**config.mk**
```make
export PLATFORM = sky130hd
export DESIGN_NAME = ex_muldiv_flat
export DESIGN_NICKNAME = d
export VERILOG_FILES = /design/src/rtl/ex_muldiv_pkg.sv /design/src/rtl/ex_muldiv_if.sv /design/src/rtl/ex_muldiv_step.sv /design/src/rtl/ex_muldiv.sv /design/src/flat_wrapper.sv
export SDC_FILE = /design/constraint.sdc
export NUM_CORES = 1
export LEC_CHECK = 0
export CORE_MARGIN = 1
export CORE_UTILIZATION = 57
export DETAILED_ROUTE_END_ITERATION = 10
export GPL_TIMING_DRIVEN = 0
export PLACE_DENSITY_LB_ADDON = 0.2
export SETUP_SLACK_MARGIN = 0.4
export SLEW_MARGIN = 40
export SYNTH_ARGS = -nofsm -noshare
export SYNTH_HDL_FRONTEND = slang
export SYNTH_SLANG_ARGS = --single-unit
```
**constraint.sdc**
```tcl
create_clock -name clk -period 4.7 [get_ports clk]
set_clock_uncertainty 0.05 [all_clocks]
set_input_delay 0.705 -clock clk [delete_from_list [all_inputs] [get_ports clk]]
set_output_delay 0.705 -clock clk [all_outputs]
set_load 0.05 [all_outputs]
```
**src/rtl/ex_muldiv_pkg.sv**
```systemverilog
// Shared definitions for the EX-stage iterative multiply/divide unit.
// Optional divide datapath: define MULDIV_DIV_EN to make DIV/DIVU legal.
package muldiv_pkg;

  localparam int unsigned DEF_WIDTH = 32;

  localparam logic [1:0] OP_MULT  = 2'b00;
  localparam logic [1:0] OP_MULTU = 2'b01;
  localparam logic [1:0] OP_DIV   = 2'b10;
  localparam logic [1:0] OP_DIVU  = 2'b11;

  typedef enum logic [1:0] {
    IDLE = 2'd0,
    CALC = 2'd1,
    SIGN = 2'd2
  } state_t;

  // Operations this build is able to execute.
  function automatic logic op_legal(input logic [1:0] op);
`ifdef MULDIV_DIV_EN
    return (op == OP_MULT) || (op == OP_MULTU) || (op == OP_DIV) || (op == OP_DIVU);
`else
    return (op == OP_MULT) || (op == OP_MULTU);
`endif
  endfunction

endpackage

```
**src/rtl/ex_muldiv_if.sv**
```systemverilog
// Handshake/operand bundle between ID/EX control and the multiply/divide unit.
interface ex_muldiv_if #(parameter int unsigned WIDTH = muldiv_pkg::DEF_WIDTH);
  logic             start;
  logic [1:0]       op;
  logic [WIDTH-1:0] a;
  logic [WIDTH-1:0] b;
  logic             flush;
  logic             busy;
  logic             stall;
  logic             done;
  logic [WIDTH-1:0] hi;
  logic [WIDTH-1:0] lo;

  modport master (output start, op, a, b, flush, input busy, stall, done, hi, lo);
  modport slave  (input start, op, a, b, flush, output busy, stall, done, hi, lo);
endinterface

```
**src/rtl/ex_muldiv_step.sv**
```systemverilog
// One radix-2 iteration: shift-add for multiply, restoring trial subtract
// for divide (divide path only with MULDIV_DIV_EN).
module muldiv_step #(
  parameter int unsigned WIDTH = 32
) (
`ifdef MULDIV_DIV_EN
  input  logic             is_div,
`endif
  input  logic [WIDTH-1:0] hi_in,
  input  logic [WIDTH-1:0] lo_in,
  input  logic [WIDTH-1:0] opnd,
  output logic [WIDTH-1:0] hi_out,
  output logic [WIDTH-1:0] lo_out
);

  logic [WIDTH:0] sum;

`ifdef MULDIV_DIV_EN
  logic [WIDTH:0] rem;
  logic [WIDTH:0] diff;

  // Trial subtraction of the divisor from the shifted partial remainder.
  always_comb begin
    rem  = {hi_in, lo_in[WIDTH-1]};
    diff = rem - {1'b0, opnd};
  end
`endif

  // Select multiply add-or-pass result, or divide restore/keep result.
  always_comb begin
    sum    = {1'b0, hi_in} + (lo_in[0] ? {1'b0, opnd} : '0);
    hi_out = sum[WIDTH:1];
    lo_out = {sum[0], lo_in[WIDTH-1:1]};
`ifdef MULDIV_DIV_EN
    if (is_div) begin
      if (!diff[WIDTH]) begin
        hi_out = diff[WIDTH-1:0];
        lo_out = {lo_in[WIDTH-2:0], 1'b1};
      end else begin
        hi_out = rem[WIDTH-1:0];
        lo_out = {lo_in[WIDTH-2:0], 1'b0};
      end
    end
`endif
  end

endmodule

```
**src/rtl/ex_muldiv.sv**
```systemverilog
// EX-stage iterative MULT/MULTU/DIV/DIVU unit with architectural HI/LO.
// Latency WIDTH+1 cycles; stalls upstream while in flight.
// Optional divide datapath: define MULDIV_DIV_EN (default: multiply only).
module ex_muldiv
  import muldiv_pkg::*;
#(
  parameter int unsigned WIDTH = DEF_WIDTH
) (
  input logic        clk,
  input logic        rst_n,
  ex_muldiv_if.slave bus
);

  localparam int unsigned CW = $clog2(WIDTH);

  state_t           state;
  logic [CW-1:0]    cnt;
  logic [WIDTH-1:0] acc_hi;
  logic [WIDTH-1:0] acc_lo;
  logic [WIDTH-1:0] opnd;
  logic [WIDTH-1:0] hi_r;
  logic [WIDTH-1:0] lo_r;
  logic             neg_lo;

`ifdef MULDIV_DIV_EN
  logic             is_div;
  logic             neg_hi;
  logic             divz;
`endif

  logic             signed_op;
  logic             sgn_a;
  logic             sgn_b;
  logic [WIDTH-1:0] mag_a;
  logic [WIDTH-1:0] mag_b;
  logic             accept;
  logic             busy;
  logic [WIDTH-1:0] step_hi;
  logic [WIDTH-1:0] step_lo;
  logic [WIDTH-1:0] res_hi;
  logic [WIDTH-1:0] res_lo;

  // Operand magnitudes/signs and request qualification.
  always_comb begin
    signed_op = ~bus.op[0];
    sgn_a     = signed_op & bus.a[WIDTH-1];
    sgn_b     = signed_op & bus.b[WIDTH-1];
    mag_a     = sgn_a ? -bus.a : bus.a;
    mag_b     = sgn_b ? -bus.b : bus.b;
    accept    = bus.start & op_legal(bus.op) & ~bus.flush;
  end

  muldiv_step #(.WIDTH(WIDTH)) u_step (
`ifdef MULDIV_DIV_EN
    .is_div (is_div),
`endif
    .hi_in  (acc_hi),
    .lo_in  (acc_lo),
    .opnd   (opnd),
    .hi_out (step_hi),
    .lo_out (step_lo)
  );

  // Sign fix-up of the raw magnitude result. Divide by zero leaves the
  // remainder equal to |a| (sign-restored to a) and forces an all-ones quotient.
  always_comb begin
    res_hi = acc_hi;
    res_lo = acc_lo;
`ifdef MULDIV_DIV_EN
    if (is_div) begin
      if (neg_hi) res_hi = -acc_hi;
      if (divz) res_lo = '1;
      else if (neg_lo) res_lo = -acc_lo;
    end else if (neg_lo) begin
      {res_hi, res_lo} = -{acc_hi, acc_lo};
    end
`else
    if (neg_lo) {res_hi, res_lo} = -{acc_hi, acc_lo};
`endif
  end

  // Control FSM plus iteration datapath and HI/LO registers.
  always_ff @(posedge clk or negedge rst_n) begin
    if (!rst_n) begin
      state  <= IDLE;
      cnt    <= '0;
      acc_hi <= '0;
      acc_lo <= '0;
      opnd   <= '0;
      hi_r   <= '0;
      lo_r   <= '0;
      neg_lo <= 1'b0;
`ifdef MULDIV_DIV_EN
      is_div <= 1'b0;
      neg_hi <= 1'b0;
      divz   <= 1'b0;
`endif
    end else if (bus.flush) begin
      state <= IDLE;
      cnt   <= '0;
    end else begin
      unique case (state)
        IDLE: begin
          if (accept) begin
            acc_hi <= '0;
            neg_lo <= sgn_a ^ sgn_b;
            cnt    <= '0;
            state  <= CALC;
`ifdef MULDIV_DIV_EN
            is_div <= bus.op[1];
            neg_hi <= sgn_a;
            divz   <= (bus.b == '0);
            if (bus.op[1]) begin
              acc_lo <= mag_a;
              opnd   <= mag_b;
            end else begin
              acc_lo <= mag_b;
              opnd   <= mag_a;
            end
`else
            acc_lo <= mag_b;
            opnd   <= mag_a;
`endif
          end
        end
        CALC: begin
          acc_hi <= step_hi;
          acc_lo <= step_lo;
          cnt    <= cnt + 1'b1;
          if (cnt == CW'(WIDTH - 1)) state <= SIGN;
        end
        SIGN: begin
          hi_r  <= res_hi;
          lo_r  <= res_lo;
          state <= IDLE;
        end
        default: state <= IDLE;
      endcase
    end
  end

  // Status outputs decoded from state and current request.
  always_comb begin
    busy      = (state != IDLE);
    bus.busy  = busy;
    bus.stall = busy | accept;
    bus.done  = (state == SIGN) & ~bus.flush;
    bus.hi    = hi_r;
    bus.lo    = lo_r;
  end

endmodule

```
**src/flat_wrapper.sv**
```systemverilog
// flat-port wrapper written by rule: the top's interface ports become plain ports
module ex_muldiv_flat import muldiv_pkg::*;
#(
  parameter int unsigned WIDTH = DEF_WIDTH
)
  (clk, rst_n, bus_start, bus_op, bus_a, bus_b, bus_flush, bus_busy, bus_stall, bus_done, bus_hi, bus_lo);
  ex_muldiv_if #(.WIDTH(WIDTH)) bus_i ();
  input logic clk;
  input logic rst_n;
  input wire logic [$bits(bus_i.start)-1:0] bus_start;
  input wire logic [$bits(bus_i.op)-1:0] bus_op;
  input wire logic [$bits(bus_i.a)-1:0] bus_a;
  input wire logic [$bits(bus_i.b)-1:0] bus_b;
  input wire logic [$bits(bus_i.flush)-1:0] bus_flush;
  output wire logic [$bits(bus_i.busy)-1:0] bus_busy;
  output wire logic [$bits(bus_i.stall)-1:0] bus_stall;
  output wire logic [$bits(bus_i.done)-1:0] bus_done;
  output wire logic [$bits(bus_i.hi)-1:0] bus_hi;
  output wire logic [$bits(bus_i.lo)-1:0] bus_lo;
  assign bus_i.start = bus_start;
  assign bus_i.op = bus_op;
  assign bus_i.a = bus_a;
  assign bus_i.b = bus_b;
  assign bus_i.flush = bus_flush;
  assign bus_busy = bus_i.busy;
  assign bus_stall = bus_i.stall;
  assign bus_done = bus_i.done;
  assign bus_hi = bus_i.hi;
  assign bus_lo = bus_i.lo;
  ex_muldiv #(.WIDTH(WIDTH)) u_core (.clk(clk), .rst_n(rst_n), .bus(bus_i));
endmodule
```
### Word-level counts from Yosys, hierarchy flattened

Cells that the tools add are included.

* register bits: 168

* add/sub/neg operators: 5
* eq/ne operators: 7
* mux-type cells: 16
* bitwise gates (word level): 9
* reduce and logical (&&, ||, !) cells: 11

Operators by type and width (number)
* $mux 32: 7
* $pmux 32 s2: 2
* $neg 32->32: 2
* $neg 64->64: 1
* $add 32x33->33: 1
* $mux 5: 2
* $pmux 5 s2: 1
* $mux 2: 3
* $ne 3x2->1 const B: 2
* $reduce_and 2->1: 3
* $reduce_and 3->1: 2
* $add 5x1->5 const B: 1
* $and 1x1->1: 5
* $eq 5x5->1 const B: 1
* $eq 2x1->1 const B: 2
* $logic_not 2->1: 2
* $pmux 2 s2: 1
* $reduce_bool 2->1: 2
* $reduce_bool 3->1: 1
* $eq 2x2->1 const B: 1
* $ne 2x1->1 const B: 1
* $not 1->1: 2
* $logic_or 1x1->1: 1
* $or 1x1->1: 1
* $xor 1x1->1: 1

### Logic depth before layout (Yosys ltp)

* depth in word-level cells: 7
* depth in mapped cells: 12
* gate-level depth less buffers: 11

### By module

A second synthesis with hierarchy kept.

* cell total of the unflattened synthesis: 1359
* area, all modules: 11427.2 um^2

Modules (own cells, without submodules)
* ex_muldiv: times used 1, cells each 1064, area each 9240.1 um^2, seq. area each 4204.0 um^2
* muldiv_step: times used 1, cells each 295, area each 2187.1 um^2, seq. area each 0.0 um^2

### Worst setup path after synthesis

Ideal clock, no wire load.

* kind: register to register
* start: reg u_core.acc_lo[18]
* end: reg u_core.hi_r[25], in the netlist u_core.bus.hi[25]
* library setup time: 129 ps
* arrival time: 3133 ps
* required time: 4521 ps
* slack: 1387 ps
* cell stages (with the launch flop): 9
* path buffers: 1
* clock period less this slack: 3313 ps
* cells stage by stage: dfrtp_1 or4_4 or4b_4 or4_1 buf_2 or4_4 o41ai_2 xor2_1 o21ai_1

* word-level cells in the longest chain between the ends: 2

RTL lines
* from (decl): line ex_muldiv.sv:19 `logic [WIDTH-1:0] acc_lo;`
* from (signal assigned): line ex_muldiv.sv:121 `acc_lo <= mag_b;`
* from (signal assigned): line ex_muldiv.sv:128 `acc_lo <= step_lo;`
* $neg 64->64: line ex_muldiv.sv:78 `if (neg_lo) {res_hi, res_lo} = -{acc_hi, acc_lo};`
* $mux 32: line ex_muldiv.sv:78
* to (signal assigned): line ex_muldiv.sv:133 `hi_r <= res_hi;`
* to (decl): line ex_muldiv.sv:21 `logic [WIDTH-1:0] hi_r;`

Every way passes these cells.
A chain may end at the register's enable or synchronous reset.

### Worst setup path in the final report

* start: in bus_flush
* end: out bus_done

* word-level cells in the longest chain between the ends: 2

RTL lines
* from (decl): line flat_wrapper.sv:14 `input wire logic [$bits(bus_i.flush)-1:0] bus_flush;`
* $not 1->1 (no line)
* $and 1x1->1: line ex_muldiv.sv:147 `bus.done = (state == SIGN) & ~bus.flush;`
* to (decl): line flat_wrapper.sv:17 `output wire logic [$bits(bus_i.done)-1:0] bus_done;`

Every way passes these cells.

==> metrics <==
post-synthesis cell type count 61; final period utilization 0.862; most common cell after layout, fill and taps aside nand2_1; largest net degree at the start of global routing 67; storage element area 0.00420 mm²; Post-Syn Area 0.0110 mm²; Mapped Nets 1437; GPL Wtd Cong 0.931; CP top delay family buffers and inverters; Setup crit start kind primary input; Die Area 0.0199 mm²; sequential area share after synthesis 0.382; Tot GR Track Use 0.325; asr flop ratio synth 1.00; critical path type in2out; internal power 3.70 mW; status complete, no violations; Slew Limit Fails 0; Post-Route WL 31300 µm; vias per cell 5.99; warnings from Yosys 0; Routed WL per cell 17.8 µm; area delta synth->final 21.3%; CP Max Fanout 10; total gr overflow 0; Max IR drop VDD 0.296 mV; initial antenna violation count 0; post-synthesis register bit count 168; Die Y 141 µm; first-pass GRT wire length 50100 µm; die width 141 µm; Root Driver clkbuf_16; Slew HR 0.450; FILL cells 1536; vias in the first global route 9546; DRT antenna net count 0; leak pwr 5.51 nW; vias 10500; CTS sink count 168; IO buf count 136; area taken by multi-input logic gates 0.00642 mm²; I/O pins 137; Clock Path Buffers 2; crit path time final 4.05 ns; Mean Syn Cell Area 8.28 µm²; Setup violations, final 0; ys flop type dfrtp_1; Pwr per Cell Area 501 mW/mm²; most frequent cells in the layout nand2_1 (207), o21ai_0 (183), dfrtp_1 (168), clkdlybuf4s50_1 (135), xor2_1 (93); Slowest-stage cell, CP clkdlybuf4s50_1; sw power 2.99 mW; Hold Violations, Final 0; Post-synth EDFFs 0; slew at the pin closest to its max-slew limit 0.825 ns; Critical Path Sink Type output pin; Worst-Skew Late Latency 0.44 ns; final net count 1594; initial DRC count 965; Max Cap Violations 0; sequential power share 0.350; H-tree depth 4; worst min path class in2async; power share of the combinational group 0.437; DP HPWL 24600 µm; fraction of layout cells with a size suffix above 1 0.0347; row count 50; Cell Chain, Critical Path clkdlybuf4s50_1 > nor2_1 > nand2_1 > clkbuf_1 > clkbuf_1 > clkbuf_2 > inv_1 > clkdlybuf4s50_1; Clock Power Share 0.213; post-synthesis cell count 1329; Max Fclk 247 MHz; Post-CTS Hold Buffers 0; Worst EP required 3.94 ns; Critical path buffers and inverters 6; largest incremental delay on the critical path 0.69 ns; # diodes 0; RSZ-0062 raised after global routing false; Switching Share 0.447; core footprint 0.0188 mm²; Initial Utilization 0.585; CP arrival 3.30 ns; setup TNS 0 ns; post-route insts no fill 1759; total CTS buffers 17; DRC viols 0; Cells after DPL 1727; TritonCTS clock tree yes; DR pass1 iterations 5; clock slew at reported path FFs 0.07 ns
-- path summary, 6_finish.rpt --
path	startpoint	end	slack, ns	cells after the start
setup / recovery	bus_flush	bus_done	0.65	8
max in group asynchronous	rst_n	u_core.acc_lo[14]$_DFFE_PN0P_	3.84	2
hold / removal	rst_n	u_core.bus.hi[21]$_DFFE_PN0P_	0.11	1
min in group clk	u_core.bus.hi[30]$_DFFE_PN0P_	u_core.bus.hi[30]$_DFFE_PN0P_	0.43	2
hold reg to reg	u_core.bus.hi[30]$_DFFE_PN0P_	u_core.bus.hi[30]$_DFFE_PN0P_	0.43	2
setup reg to reg	u_core.acc_lo[0]$_DFFE_PN0P_	u_core.acc_hi[29]$_DFFE_PN0P_	0.83	12
-- flip-flops by register name (all words and copies together) (netlist names) --
register / count
u_core.acc_hi: 32
u_core.bus.lo: 32
u_core.bus.hi: 32
u_core.opnd: 32
u_core.cnt: 5
u_core.state: 2
u_core.neg_lo: 1
u_core.acc_lo: 32
-- Yosys cell counts, types with 10 or more instances --
cell	count	area, µm²
and3_1	10	62.6
xnor2_1	42	368
o41ai_1	21	184
nand3_1	39	195
o21ai_0	183	916
clkbuf_1	74	278
inv_1	20	75.1
o31ai_1	29	218
nand2b_1	11	68.8
xor2_1	93	815
a21oi_1	75	375
nor2b_1	11	68.8
o211ai_1	20	150
or4_1	13	97.6
ha_1	37	463
nor2_1	69	259
nor4_1	11	68.8
dfrtp_1	168	4200
nor3_1	23	115
nand2_1	207	777
a31oi_1	13	81.3
nand4_1	11	68.8
and2_1	35	219
or3_1	23	144
-- routing by layer --
metal / GRT usage / share of wire / up-vias / routed length [µm]
li1: - / - / 5075 / -
met1: 0.473 / 0.45 / 4891 / 14200
met2: 0.485 / 0.43 / 521 / 13600
met3: 0.0649 / 0.089 / 52 / 2790
met4: 0.108 / 0.022 / 0 / 702
met5: 0 / 0 / - / 0
-- kinds of logic after synthesis --
kind of cell	after synthesis	share of synthesized area
and+or+nand+nor	485	0.211
muxes	4	0.00364
xor gates and xnor gates	135	0.107
AOI/OAI and AO/OA	398	0.217
buffers and inverters	101	0.0352
DFF	168	0.382
adders and majority gates	38	0.0439
-- power by group through the flow --
| stage | Sequential [mW] | Combinational (mW) | Clock (mW) |
|---|---|---|---|
| CTS | 2.31 | 2.87 | 1.44 |
| floorplan | 2.12 | 2.14 | 0 |
| finish | 2.34 | 2.93 | 1.42 |
| global placement | 2.32 | 2.79 | 0 |
| global route | 2.38 | 3.26 | 1.50 |
| detailed placement | 2.34 | 2.86 | 0 |
-- area by class of cell --
| class | count | share of cell area |
|---|---|---|
| Multi-Input combinational cell | 1060 | 0.480 |
| Sequential cell | 168 | 0.315 |
| Timing Repair Buffer | 138 | 0.106 |
| Clock buffer | 17 | 0.0318 |
| Tap cell | 260 | 0.0244 |
| Buffer | 81 | 0.0235 |
| Clock inverter | 15 | 0.0132 |
| Inverter | 20 | 0.00562 |
-- timing repair --
action                     in CTS  in global routing
gates resized for setup         0                  2
setup buffers                   0                  0
setup endpoints to repair       0                  1
-- through the flow --
| stage | instance area, µm² | utilization | hold slack (ns) | worst slack (ns) | total power, mW |
|---|---|---|---|---|---|
| global route | 13400 | 0.709 | 0.130 | 0.476 | 7.14 |
| detailed placement | 12800 | 0.677 | 0.417 | 0.566 | 5.20 |
| finish | 13400 | 0.709 | 0.112 | 0.649 | 6.69 |
| floorplan | 11000 | - | 0.359 | 1.39 | 4.26 |
| CTS | 13400 | 0.709 | 0.116 | 0.543 | 6.62 |
| global placement | 12700 | 0.674 | 0.404 | -3.78 | 5.11 |
No activity file was read; power rests on OpenSTA's default activity.
